**src/rtl/project_pkg.sv**
```systemverilog
// project_pkg: shared defaults and FSM state type for the sequence accumulator.
package project_pkg;

    // Default operand width in bits.
    localparam int MSB = 8;

    typedef enum logic [1:0] {
        IDLE = 2'd0,
        ACC  = 2'd1,
        DONE = 2'd2
    } acc_state_t;

    // Result width: enough headroom that summing `count` operands never wraps.
    function automatic int acc_width(input int width, input int count);
        return (count <= 1) ? width : width + $clog2(count);
    endfunction

endpackage

```
**src/rtl/acc_adder.sv**
```systemverilog
// acc_adder: combinational ACCW-bit accumulator plus zero-extended WIDTH-bit operand.
module acc_adder #(
    parameter int WIDTH = project_pkg::MSB,
    parameter int ACCW  = WIDTH
) (
    input  logic [ACCW-1:0]  a_i,
    input  logic [WIDTH-1:0] b_i,
    output logic [ACCW-1:0]  sum_o
);

    assign sum_o = a_i + ACCW'(b_i);

endmodule

```
**src/rtl/seq_accumulator.sv**
```systemverilog
// seq_accumulator: sums COUNT unsigned operands per result over a valid/ready
// handshake (IDLE -> ACC -> DONE). Define ACC_SAT_EN to saturate out_sum at
// 2^WIDTH-1 instead of presenting the full-width sum.
module seq_accumulator
    import project_pkg::*;
#(
    parameter int WIDTH = MSB,
    parameter int COUNT = 4,
    localparam int ACCW = acc_width(WIDTH, COUNT)
) (
    input  logic             clk,
    input  logic             rst_n,
    input  logic             clear,
    input  logic             in_valid,
    output logic             in_ready,
    input  logic [WIDTH-1:0] in_data,
    output logic             out_valid,
    input  logic             out_ready,
    output logic [ACCW-1:0]  out_sum,
    output logic             out_carry,
    output logic             busy
);

    // Counter must be able to hold COUNT itself.
    localparam int              CNTW     = $clog2(COUNT + 1);
    localparam logic [CNTW-1:0] CNT_ONE  = CNTW'(1);
    localparam logic [CNTW-1:0] LAST_CNT = CNTW'(COUNT - 1);

    acc_state_t      state_q, state_d;
    logic [ACCW-1:0] acc_q, acc_d;
    logic [CNTW-1:0] cnt_q, cnt_d;

    logic            in_fire;
    logic            out_fire;
    logic [ACCW-1:0] add_a;
    logic [ACCW-1:0] add_sum;
    logic            over_max;

    assign in_ready  = (state_q != DONE);
    assign out_valid = (state_q == DONE);
    assign busy      = (state_q == ACC);
    assign in_fire   = in_valid && in_ready;
    assign out_fire  = out_valid && out_ready;

    // The first operand of a run starts from zero rather than the stale result.
    assign add_a = (state_q == IDLE) ? '0 : acc_q;

    acc_adder #(
        .WIDTH (WIDTH),
        .ACCW  (ACCW)
    ) u_adder (
        .a_i   (add_a),
        .b_i   (in_data),
        .sum_o (add_sum)
    );

    // Next-state logic; clear overrides any simultaneous operand or result transfer.
    always_comb begin
        // NOTE: every target gets a default first, so no path leaves one unassigned and infers a latch.
        state_d = state_q;
        acc_d   = acc_q;
        cnt_d   = cnt_q;
        if (clear) begin
            state_d = IDLE;
            acc_d   = '0;
            cnt_d   = '0;
        end else begin
            case (state_q)
                IDLE: begin
                    if (in_fire) begin
                        acc_d   = add_sum;
                        cnt_d   = CNT_ONE;
                        state_d = (COUNT == 1) ? DONE : ACC;
                    end
                end
                ACC: begin
                    if (in_fire) begin
                        acc_d = add_sum;
                        cnt_d = cnt_q + CNT_ONE;
                        if (cnt_q == LAST_CNT) begin
                            state_d = DONE;
                        end
                    end
                end
                DONE: begin
                    // The result stays in acc so out_sum remains readable after hand-off.
                    if (out_fire) begin
                        state_d = IDLE;
                        cnt_d   = '0;
                    end
                end
                default: begin
                    state_d = IDLE;
                end
            endcase
        end
    end

    // State registers; reset discards any partial accumulation immediately.
    always_ff @(posedge clk or negedge rst_n) begin
        // NOTE: non-blocking assignments so every register samples pre-edge values.
        if (!rst_n) begin
            state_q <= IDLE;
            acc_q   <= '0;
            cnt_q   <= '0;
        end else begin
            state_q <= state_d;
            acc_q   <= acc_d;
            cnt_q   <= cnt_d;
        end
    end

    // Any bit above WIDTH set means the sum exceeded 2^WIDTH-1.
    assign over_max  = |(acc_q >> WIDTH);
    assign out_carry = over_max;

`ifdef ACC_SAT_EN
    localparam logic [ACCW-1:0] SAT_MAX = ACCW'({WIDTH{1'b1}});

    assign out_sum = over_max ? SAT_MAX : acc_q;
`else
    assign out_sum = acc_q;
`endif

endmodule

```
**config.mk**
```make
export PLATFORM = sky130hd
export DESIGN_NAME = seq_accumulator
export DESIGN_NICKNAME = d
export VERILOG_FILES = /design/src/rtl/project_pkg.sv /design/src/rtl/acc_adder.sv /design/src/rtl/seq_accumulator.sv
export SDC_FILE = /design/constraint.sdc
export NUM_CORES = 1
export LEC_CHECK = 0
export BUFFER_PORTS_ARGS = -buffer_cell sky130_fd_sc_hd__buf_2
export CORE_MARGIN = 5
export CORE_UTILIZATION = 58
export CTS_BUF_LIST = sky130_fd_sc_hd__clkbuf_16
export DETAILED_ROUTE_END_ITERATION = 16
export PLACE_DENSITY_LB_ADDON = 0.08
export SLEW_MARGIN = 20
export SYNTH_ARGS = -nofsm -noshare
export SYNTH_HDL_FRONTEND = slang
export SYNTH_SLANG_ARGS = --single-unit
```
**constraint.sdc**
```tcl
create_clock -name clk -period 6.6 [get_ports clk]
set_input_delay 0 -clock clk [delete_from_list [all_inputs] [get_ports clk]]
set_output_delay 0 -clock clk [all_outputs]
set_load 0.02 [all_outputs]
```
# Word level (Yosys, flattened, before mapping)
# Cells that the tools add are included.
# word_totals
mem_count	0
output_inout_bits	14
romBits	0
regBits	15
mem_bits_rw	0
latchBits	0
# classes
n_eq_ne	8
n_mul	0
n_mux	15
bitwise_logic	0
div_mod_pow	0
n_shift	0
n_reduce_logical	11
add_sub_neg	2
magnitude_cmp	0
# op_table
op	n
10-bit 2-to-1 mux	4
3-bit 2-to-1 mux	4
10-bit by 8-bit adder with 10-bit output	1
2-bit 2-to-1 mux	5
3-bit by 2-bit != test with 1-bit output, second input constant	3
3-bit case mux with 3 select lines	1
4-bit AND reduction	2
2-bit case mux with 3 select lines	1
2-bit nonzero test	2
4-bit nonzero test	1
2-bit OR reduction	2
3-bit by 1-bit adder with 3-bit output, second input constant	1
3-bit by 2-bit == test with 1-bit output, second input constant	1
3-bit != test, second input constant	1
2-bit by 1-bit == test with 1-bit output, second input constant	1
2-bit == test, second input constant	1
1-bit logical AND	2
2-bit logical NOT	1
2-bit != test, second input constant	1
2-bit AND reduction	1

# Logic depth before layout (Yosys ltp)
# depth
word_depth	6
depth_mapped	12
ltp_nobuf	11

# By module
# Synthesis repeated with hierarchy kept, for this count alone.
# hier_totals
hier_cells	123
area_unflattened_um2	1263.7
# by_module_without_submodules
mod	instances	area_per_inst_um2	cells_per_inst
seq_accumulator	1	864.6	71
acc_adder	1	399.1	52

# Worst setup path after synthesis
# Ideal clock, no wire load.
# synth_path
path_kind	register to register
from	register state_q[0]
to	register acc_q[8], in the netlist out_sum[8]
t_arrival_ns	2.426
path_stages_with_launch	13
setup_slack_ns	4.038
setup_time_ns	0.136
path_buffers	1
cell_sequence	dfrtp_1 > inv_1 > ha_1 > clkbuf_1 > nor2b_1 > ha_1 > inv_1 > fa_1 > nor2b_4 > o31a_1 > o221a_1 > a31oi_1 > o41ai_2
# synth_via
elab_chain_cells	6
# synth_rtl
element	line_no	rtl
start: declaration	seq_accumulator.sv:29	acc_state_t state_q, state_d;
start signal: assignment	seq_accumulator.sv:107	state_q <= state_d;
2-bit logical NOT	seq_accumulator.sv:46, seq_accumulator.sv:68	
10-bit 2-to-1 mux	seq_accumulator.sv:46	assign add_a = (state_q == IDLE) ? '0 : acc_q;
10-bit by 8-bit adder with 10-bit output	acc_adder.sv:11	assign sum_o = a_i + ACCW'(b_i);
10-bit 2-to-1 mux	seq_accumulator.sv:70, seq_accumulator.sv:77	
10-bit 2-to-1 mux	--	
10-bit 2-to-1 mux	seq_accumulator.sv:63	if (clear) begin
end signal: assignment	seq_accumulator.sv:104	acc_q <= '0;
end signal: assignment	seq_accumulator.sv:108	acc_q <= acc_d;
end: declaration	seq_accumulator.sv:30	logic [ACCW-1:0] acc_q, acc_d;
# Several ways; a longest one is shown, not always the timed one. The select of a mux whose other input is x is not followed.
# A chain may end at the register's enable or synchronous reset.

# Final worst setup path
# Same ends and word-level chain as after synthesis.

==> out/metrics.yaml <==
yosys:
  avgSynthCellArea_sq_um: 8.80
  synth_nets: 172
  synth_area_sq_mm: 0.00127
  ys_warn_count: 0
  synthCells: 144
  synth-edff-count: 0
  ys_seq_elements: 15
  synth.distinct_cells: 39
  synth_flop_cell: "dfrtp_1"
  ys_async_sr_fraction_pct: 100
  ys_seq_area_share_pct: 29.6
floorplanning:
  start_util_pct: 59.0
  fp.coreArea_sq_mm: 0.00215
  rows: 17
  die_area_sq_mm: 0.00322
  ios: 27
  fp.dieW_um: 56.7
  die_y_um: 56.7
power_and_ir_drop:
  p_leak_nw: 0.726
  p_per_area_mw_per_mm2: 277
  ir_drop_mv: 0.237
clock_network:
  clk_path_buf_depth: 2
  clock_sinks: 15
  clock_latency_ns: 0.25
  cts_root_buffer: "clkbuf_16"
  cts_buffers: 3
  cts_setup_buffers: 0
  htree_levels: 1
  cts_resized: 0
  cts_tree: "built"
  path_clk_slew_ns: 0.05
  cts_hold_buf: 1
global_route:
  grt_pass1_wl_um: 4970
  antenna_found_initial: 0
  grt-ovfl-total: 0
  grt_max_degree: 21
  grt_pass1_vias: 1117
  grt_usage_pct: 19.4
sta:
  hold_slack_ns: 0.152
  grt_setup_unrepaired: "no"
  hold_violations: 0
  setup_viol: 0
  slew_headroom_pct: 31.2
  slew_violations: 0
  tns_ns: 0
  clock_skew_ns: 0.00239
  worstMarginPinSlew_ns: 1.03
  period_share_pct: 42.7
  fmax_mhz: 354
  finalCriticalPeriod_ns: 2.82
drt:
  drtAntennaViolNets: 0
  routed_wirelength_um: 2890
  num_vias: 1172
  drt-initial-drc-count: 21
  drc_errors: 0
  drt_pass1_iterations: 4
  vias_per_cell: 5.92
  post_drt_wl_per_cell_um: 14.6
setup_path:
  reg2reg_to: "out_sum[8]$_DFFE_PN0P_"
  cp-start-kind: "register"
  path_max_fanout: 16
  cp-endpoint: "out_sum[8]$_DFFE_PN0P_"
  crit_type: "reg2reg"
  startpoint: "state_q[0]$_DFFE_PN0P_"
  cp.required_ns: 6.71
  worstRegToRegCells: 11
  cp.arrival_ns: 2.93
  rrSetupSlack_ns: 3.78
  worstSetupEndpointType: "register"
  r2r_start: "state_q[0]$_DFFE_PN0P_"
placement:
  dp.cells: 193
  port_buffers: 26
  gp_congestion: 0.841
  dpl.hpwl_um: 2150
layout:
  layout.nets: 199
  area_growth_pct: 18.4
  final_cells: 198
  diodes: 0
  drive_above_1_share_pct: 22.4
min_path:
  hold_class: "in2reg"
job:
  drv_cap: 0
outcome:
  status: "completed"
## where the power goes
part	internal [mW]	switching, mW
Sequential	0.108	0.0116
Combinational	0.0675	0.108
Clock	0.0810	0.0388
Total	0.257	0.158
## layout make-up
type                    instances  area [sq um]
repair buffers                 27           140
fillers                       173           648
clock buffers                   3          75.1
multi-input cells             115           836
well taps                      28          35.0
inverters                       9          33.8
clock inverters                 1          5.00
flip-flops and latches         15           375
## cell usage in the layout (no fill, tap or decap), drive strengths merged, types with 4 or more instances in the layout
master | synthesis | routed
buf | 4 | 26
inv | 9 | 9
nor2b | 13 | 13
ha | 14 | 14
dfrtp | 15 | 15
mux2 | 4 | 4
nand2 | 10 | 10
a21oi | 7 | 7
a211oi | 4 | 4
nand3 | 4 | 4
nor2 | 14 | 14
o21ai | 9 | 9
## per-stage QoR
step	power [mW]	utilization (%)	area, sq um	setup slack [ns]
after CTS	0.417	69.8	1500	3.77
after floorplan	0.253	-	1270	4.04
final	0.415	69.8	1500	3.78
after global placement	0.290	65.6	1410	3.88
after global routing	0.444	69.8	1500	3.53
after detailed placement	0.296	65.6	1410	3.78
## Yosys cell counts, drive strengths merged, types with 2 or more instances
cell,number,area (sq um)
a21oi,7,35.0
nor3,3,15.0
a211oi,4,35.0
o41ai,2,32.5
nor2,14,52.6
ha,14,175
buf,4,18.8
mux2,4,45.0
nor2b,13,88.8
inv,9,33.8
or4,3,22.5
o31a,2,17.5
nand3b,3,22.5
dfrtp,15,375
nand2,10,37.5
o21a,2,15.0
o22ai,2,12.5
o21ai,9,45.0
nand3,4,20.0
a31oi,3,18.8
nand4,2,12.5
nor4b,3,26.3
## kinds of logic after synthesis
kind of cell    after synthesis  synth area share [%]
simple gates                 59                  25.6
compound gates               37                  21.4
fa+ha+maj                    15                  15.4
flops                        15                  29.6
buf+inv                      14                  4.44
mux                           4                  3.55
## registers in the layout, indices dropped and copies added (netlist names)
signal   count
cnt_q        3
state_q      2
out_sum     10
## layer usage
layer	routed length [um]	GRT usage [%]
met1	1330	25.3
met2	1390	32.2
met3	141	4.37
met4	29	5.30
met5	0	0
## worst min-delay path by stage
stage	cells past startpoint	endpoint	startpoint	slack, ns
2_1_floorplan	0	cnt_q[0]$_DFFE_PN0P_	rst_n	-0.30
3_3_place_gp	1	out_sum[6]$_DFFE_PN0P_	rst_n	-0.06
3_5_place_dp	1	out_sum[6]$_DFFE_PN0P_	rst_n	-0.07
4_1_cts	4	state_q[1]$_DFFE_PN0P_	out_ready	0.15
5_1_grt	4	state_q[1]$_DFFE_PN0P_	out_ready	0.17
6_report	4	state_q[1]$_DFFE_PN0P_	out_ready	0.15
## critical path, stage by stage, from the launching register on
cell and delay [ns]:
dfrtp_1 0.39, inv_1 0.14, ha_1 0.55, nor2b_1 0.11
ha_1 0.25, inv_1 0.09, fa_1 0.23, nor2b_4 0.06
o31a_1 0.29, o221a_1 0.27, a31oi_1 0.22, o41ai_2 0.10
Note: power is estimated with default switching activity, not from simulation.
